[config.mk]
export PLATFORM = sky130hd
export DESIGN_NAME = dump_readout_arbiter
export DESIGN_NICKNAME = d
export VERILOG_FILES = /design/src/rtl/dump_readout_arbiter.sv
export SDC_FILE = /design/constraint.sdc
export NUM_CORES = 1
export LEC_CHECK = 0
export BUFFER_PORTS_ARGS = -buffer_cell sky130_fd_sc_hd__buf_4
export CAP_MARGIN = 15
export CORE_AREA = 4 4 162 164
export CTS_CLUSTER_SIZE = 30
export DETAILED_ROUTE_END_ITERATION = 16
export DIE_AREA = 0 0 166 168
export GPL_TIMING_DRIVEN = 0
export SYNTH_ARGS = -nofsm -noshare
export SYNTH_HDL_FRONTEND = slang
export SYNTH_SLANG_ARGS = --single-unit
export TNS_END_PERCENT = 5
[constraint.sdc]
create_clock -name clk -period 2.84 [get_ports clk]
set_input_delay 0.284 -clock clk [delete_from_list [all_inputs] [get_ports clk]]
set_output_delay 0.284 -clock clk [all_outputs]
set_load 0.02 [all_outputs]
[src/rtl/dump_readout_arbiter.sv]
// Round-robin readout of per-channel E/P/L I/Q dumps onto one valid/ready word stream.
// Optional ARB_EPOCH_EN appends an 11-bit epoch word; records are then 7 words.
module dump_readout_arbiter #(
    parameter int NUM_CH = 4,
    parameter int WORD_W = 16,
    parameter int CH_W   = 2
) (
    input  logic                       clk,
    input  logic                       rst,
    input  logic [NUM_CH-1:0]          dump,
    input  logic [NUM_CH*6*WORD_W-1:0] acc_data,
`ifdef ARB_EPOCH_EN
    input  logic [NUM_CH*11-1:0]       epoch_data,
`endif
    output logic                       out_valid,
    input  logic                       out_ready,
    output logic [WORD_W-1:0]          out_data,
    output logic [CH_W-1:0]            out_ch,
    output logic [2:0]                 out_word,
    output logic                       out_last,
    output logic [NUM_CH-1:0]          overrun,
    input  logic [NUM_CH-1:0]          clr_overrun
);

`ifdef ARB_EPOCH_EN
    localparam int NWORDS = 7;
`else
    localparam int NWORDS = 6;
`endif
    localparam logic [2:0] LAST_WORD = 3'(NWORDS - 1);

    typedef enum logic {IDLE, SEND} state_t;

    state_t              state_q, state_d;
    logic [NUM_CH-1:0]   pending_q, pending_d;
    logic [NUM_CH-1:0]   overrun_q, overrun_d;
    logic [CH_W-1:0]     rr_q, rr_d;
    logic [CH_W-1:0]     ch_q, ch_d;
    logic [2:0]          word_q, word_d;
    logic [WORD_W-1:0]   snap_q [NWORDS];
    logic [WORD_W-1:0]   snap_d [NWORDS];

    logic                grant_found;
    logic [CH_W-1:0]     grant_ch;
    logic                do_grant;
    logic [NUM_CH-1:0]   grant_vec;

    // Walk offsets from farthest to nearest so the channel right after rr wins.
    always_comb begin
        grant_found = 1'b0;
        grant_ch    = '0;
        for (int i = NUM_CH; i >= 1; i--) begin
            int idx;
            idx = int'(rr_q) + i;
            if (idx >= NUM_CH) idx = idx - NUM_CH;
            if (pending_q[idx]) begin
                grant_found = 1'b1;
                grant_ch    = CH_W'(idx);
            end
        end
    end

    always_comb begin
        state_d  = state_q;
        word_d   = word_q;
        ch_d     = ch_q;
        rr_d     = rr_q;
        snap_d   = snap_q;
        do_grant = 1'b0;

        case (state_q)
            IDLE: begin
                if (grant_found) do_grant = 1'b1;
            end
            SEND: begin
                if (out_ready) begin
                    if (word_q == LAST_WORD) begin
                        // Back-to-back regrant keeps the stream bubble-free.
                        if (grant_found) begin
                            do_grant = 1'b1;
                        end else begin
                            state_d = IDLE;
                            word_d  = '0;
                        end
                    end else begin
                        word_d = word_q + 3'd1;
                    end
                end
            end
            default: state_d = IDLE;
        endcase

        if (do_grant) begin
            int base;
            base    = int'(grant_ch) * 6 * WORD_W;
            state_d = SEND;
            word_d  = '0;
            ch_d    = grant_ch;
            rr_d    = grant_ch;
            for (int w = 0; w < 6; w++) begin
                snap_d[w] = acc_data[base + w*WORD_W +: WORD_W];
            end
`ifdef ARB_EPOCH_EN
            snap_d[6] = WORD_W'(epoch_data[int'(grant_ch)*11 +: 11]);
`endif
        end
    end

    // A dump in the grant cycle re-arms pending without counting as an overrun.
    always_comb begin
        grant_vec = '0;
        if (do_grant) grant_vec[grant_ch] = 1'b1;
        pending_d = (pending_q & ~grant_vec) | dump;
        overrun_d = (overrun_q & ~clr_overrun) | (dump & pending_q & ~grant_vec);
    end

    always_ff @(posedge clk) begin
        if (rst) begin
            state_q   <= IDLE;
            pending_q <= '0;
            overrun_q <= '0;
            rr_q      <= '0;
            ch_q      <= '0;
            word_q    <= '0;
            for (int w = 0; w < NWORDS; w++) snap_q[w] <= '0;
        end else begin
            state_q   <= state_d;
            pending_q <= pending_d;
            overrun_q <= overrun_d;
            rr_q      <= rr_d;
            ch_q      <= ch_d;
            word_q    <= word_d;
            snap_q    <= snap_d;
        end
    end

    always_comb begin
        out_data = '0;
        for (int w = 0; w < NWORDS; w++) begin
            if (word_q == 3'(w)) out_data = snap_q[w];
        end
    end

    assign out_valid = (state_q == SEND);
    assign out_ch    = ch_q;
    assign out_word  = word_q;
    assign out_last  = (word_q == LAST_WORD);
    assign overrun   = overrun_q;

endmodule

==> summary.md <==
| Metric | Value |
|---|---|
| RSZ-0062 raised after global routing | `yes` |
| Met3 usage | `0.0456` |
| Top Usage Layer GRT | `met2` |
| Peak VDD IR | `0.256 mV` |
| Die width | `between 150 and 200 um` |
| Top FF cell, synth | `dfxtp_1` |
| I/O Pins | `422` |
| Yosys cell types | `43` |
| Critical Path Source | `out_word[0]` |
| Fraction of the yosys area taken by sequential cells | `0.274` |
| Synthesized area | `8050 um^2` |
| Tot Pwr | `5.68 mW` |
| H-tree Lvls | `3` |
| Average size of a mapped cell | `roughly 8.0 um^2` |
| DIE HEIGHT | `between 150 and 200 um` |
| Top-area cell type share of the netlist area | `0.274` |
| Gpl congestion | `0.896` |
| Num rows | `58` |
| Area Overhead vs Synth | `53.2%` |
| Fin. max-slew vios | `0` |
| FF-to-FF Start | `pending_q[1]` |
| PD cells | `460 nW/um^2` |
| CP max stage cell | `dfxtp_4` |
| Max-cap viol count | `0` |
| Final Critical Period | `2.78 ns` |
| CP endpoint kind | `output pin` |
| Tcrit/Tclk final | `0.977` |
| Hold_sp | `dump[2]` |
| Die footprint | `~28000 um^2` |
| CP max FO | `10` |
| Drt wl/cell | `approximately 22 um` |
| Synth Area in Compound Gates | `0.335` |
| Reg2Reg Depth | `7` |
| Core area | `~25000 um^2` |
| CTS tree | `yes` |
| Antenna viol nets, final | `0` |
| Worst path arrival time | `~2.5 ns` |
| HPWL Detailed | `31900 um` |
| CTS root buf | `clkbuf_16` |
| Gate Count Post-Synth | `1001` |
| Run status | `completed` |
| Initial cell density of the core | `0.323` |
| Min setup slack post-route | `0.0650 ns` |
| Hold Path Class | `in2reg` |
| Hold WS | `0.121 ns` |
| Final Non-Filler Cells | `1777` |
| Share of post-route cells with drive strength above 1 | `0.365` |
| Post-Synthesis Net Count | `between 1000 and 1500` |
| Port buffer count | `between 400 and 500` |
| Crit Path Class | `reg2out` |
| Adder-cell area share of the yosys netlist | `0.00155` |
| Met1 Resource Use GR | `0.328` |
| Crit-path most repeated cell | `clkbuf_16` |
| Post-synthesis mux area share | `0.121` |
| Fraction of registers with async set/reset | `0` |
| Area leader, netlist | `dfxtp_1` |
| Finished layout cell area | `12300 um^2` |
| Slew HR | `0.497` |
| Post-Synth XOR/XNOR Area | `0.00109` |
| Worst-path clk slew | `0.08 ns` |
| Post-Route WL | `between 30000 and 40000 um` |
| Placed Instances | `1754` |
| Static Leakage | `5.17 nW` |
| Post-synthesis sequential element count | `110` |
| Post-Synth Simple-Gate Area | `0.204` |
| CP startpoint kind | `flip-flop` |
| Critical Path RT | `2.56 ns` |
| CP cell instances | `clkbuf_16 -> clkbuf_16 -> and2_4 -> ha_4 -> nor2_4 -> buf_12 -> clkbuf_8 -> o221ai_2 -> a21oi_2 -> a211oi_1 -> o31ai_1 -> buf_4` |
| CTS Buf Count | `9` |
| Initial antenna violation count | `0` |
| Clock Path Buffers | `2` |
| Largest family of logic cells by synthesized area | `compound AO/OA/AOI/OAI gates` |
| Place WS | `-0.753 ns` |
| Routed via count | `just under 10000` |
| Fmax | `360 MHz` |
| Final hold viol count | `0` |
| Post-synth top cells | `nand2_1, dfxtp_1, clkbuf_1` |
| Hold path depth | `2` |
| Final setup fails | `0` |
| Yosys warns | `0` |
| TritonRoute pass-1 iters | `5` |
| Vias in the first global route | `9735` |
| Worst-margin pin slew | `0.755 ns` |
| Largest cells by area after synthesis | `dfxtp_1, mux2i_1, o31a_1, and4_1, o211ai_1` |
| First-pass GRT wire length | `56500 um` |
| Clock skew | `0.0126 ns` |
| Overall global routing resource usage | `0.260` |
| Clock Latency Late Sink | `0.36 ns` |
| Remaining DRCs | `0` |
| Starting DRT DRC Count | `624` |
| Vias per cell | `5.48` |
| Fin nets | `~1800` |
| Routing usage on met2 | `0.459` |
| Post-synth EDFFs | `0` |
| CTS sink cnt | `110` |
| Largest net degree at the start of global routing | `19` |
| GRT Residual Overflow | `0` |
| Hold buffer count at cts | `0` |
| Max stage delay on crit path | `0.37 ns` |
| Most frequent cell after synthesis | `nand2_1` |
| FILL cells | `approximately 2500` |
| Placed Area | `11600 um^2` |
[layout make-up]
cell class | instances | area [um^2] | share of cell area
antenna | 1 | 2.50 | 0.000203
buffer | 117 | 554 | 0.0449
sequential | 110 | 2210 | 0.179
tap | 330 | 413 | 0.0335
timing repair buffer | 433 | 3280 | 0.266
multi-input combinational | 761 | 5570 | 0.451
clock inverter | 6 | 45.0 | 0.00365
inverter | 9 | 33.8 | 0.00274
clock buffer | 10 | 229 | 0.0186
[repair_timing]
action | in CTS | in global routing
cloned | 1 | 0
gates resized for setup | 66 | 14
pin swaps | 12 | 7
endpoints found under the setup margin | 22 | 56
setup buffers | 8 | 1
[critical path: cells and delay by family, from the launching register on]
kind,cells,cell delay [ns]
adders and majority gates,1,0.16
buffers and inverters,5,0.77
and+or+nand+nor,2,0.25
DFF,1,0.37
AOI/OAI and AO/OA,4,0.57
[metrics by stage]
| stage | util | setup TNS [ns] |
|---|---|---|
| after detailed placement | 0.468 | -9.14 |
| after global placement | 0.467 | -8.85 |
| after floorplan | - | -1.31 |
| after global routing | 0.495 | -0.110 |
| final | 0.495 | 0 |
| after CTS | 0.493 | -0.163 |
[power by group]
part           internal [mW]  switching [mW]
sequential              1.78           0.217
combinational           1.18            1.29
clock                  0.603           0.611
total                   3.56            2.11
[registers in the layout, indices dropped and copies added, names as in the netlist]
register / count
out_word: 3
overrun: 4
out_valid: 1
pending_q: 4
snap_q: 96
out_ch: 2
[cell families after synthesis]
family | Yosys count
xor+xnor | 1
buf+inv | 130
simple gates | 280
mux | 97
compound gates | 382
flops | 110
fa+ha+maj | 1
[final timing paths]
path,slack (ns),to
setup / recovery,0.06,out_data[8]
hold / removal,0.12,pending_q[2]
setup reg to reg,0.22,snap_q[4]
hold reg to reg,0.47,snap_q[21]
[metal layers]
metal	wire (um)	share of wire	up-vias
li1	-	-	4763
met1	16500	0.43	4558
met2	19100	0.49	372
met3	2300	0.059	40
met4	784	0.020	0
met5	0	0	-
[layout by cell type, fill, tap and decap left out, types with 5 or more instances in the layout]
master | Yosys | final
nand2_1 | 116 | 116
nand2b_1 | 14 | 14
clkbuf_1 | 100 | 87
mux2i_1 | 97 | 97
buf_2 | 16 | 16
o211ai_1 | 96 | 96
o221ai_1 | 15 | 6
nor2b_1 | 5 | 5
buf_4 | 1 | 431
o21ai_0 | 68 | 68
a211oi_2 | 0 | 10
and4_1 | 96 | 96
dfxtp_1 | 110 | 107
a21oi_1 | 22 | 10
o31ai_1 | 19 | 16
a21oi_2 | 1 | 11
o31a_1 | 97 | 97
inv_1 | 8 | 8
clkbuf_16 | 0 | 11
o221ai_2 | 0 | 8
o21ai_1 | 38 | 36
nor2_1 | 29 | 27
a211oi_1 | 15 | 5
Power figures use the tool's default switching activity.
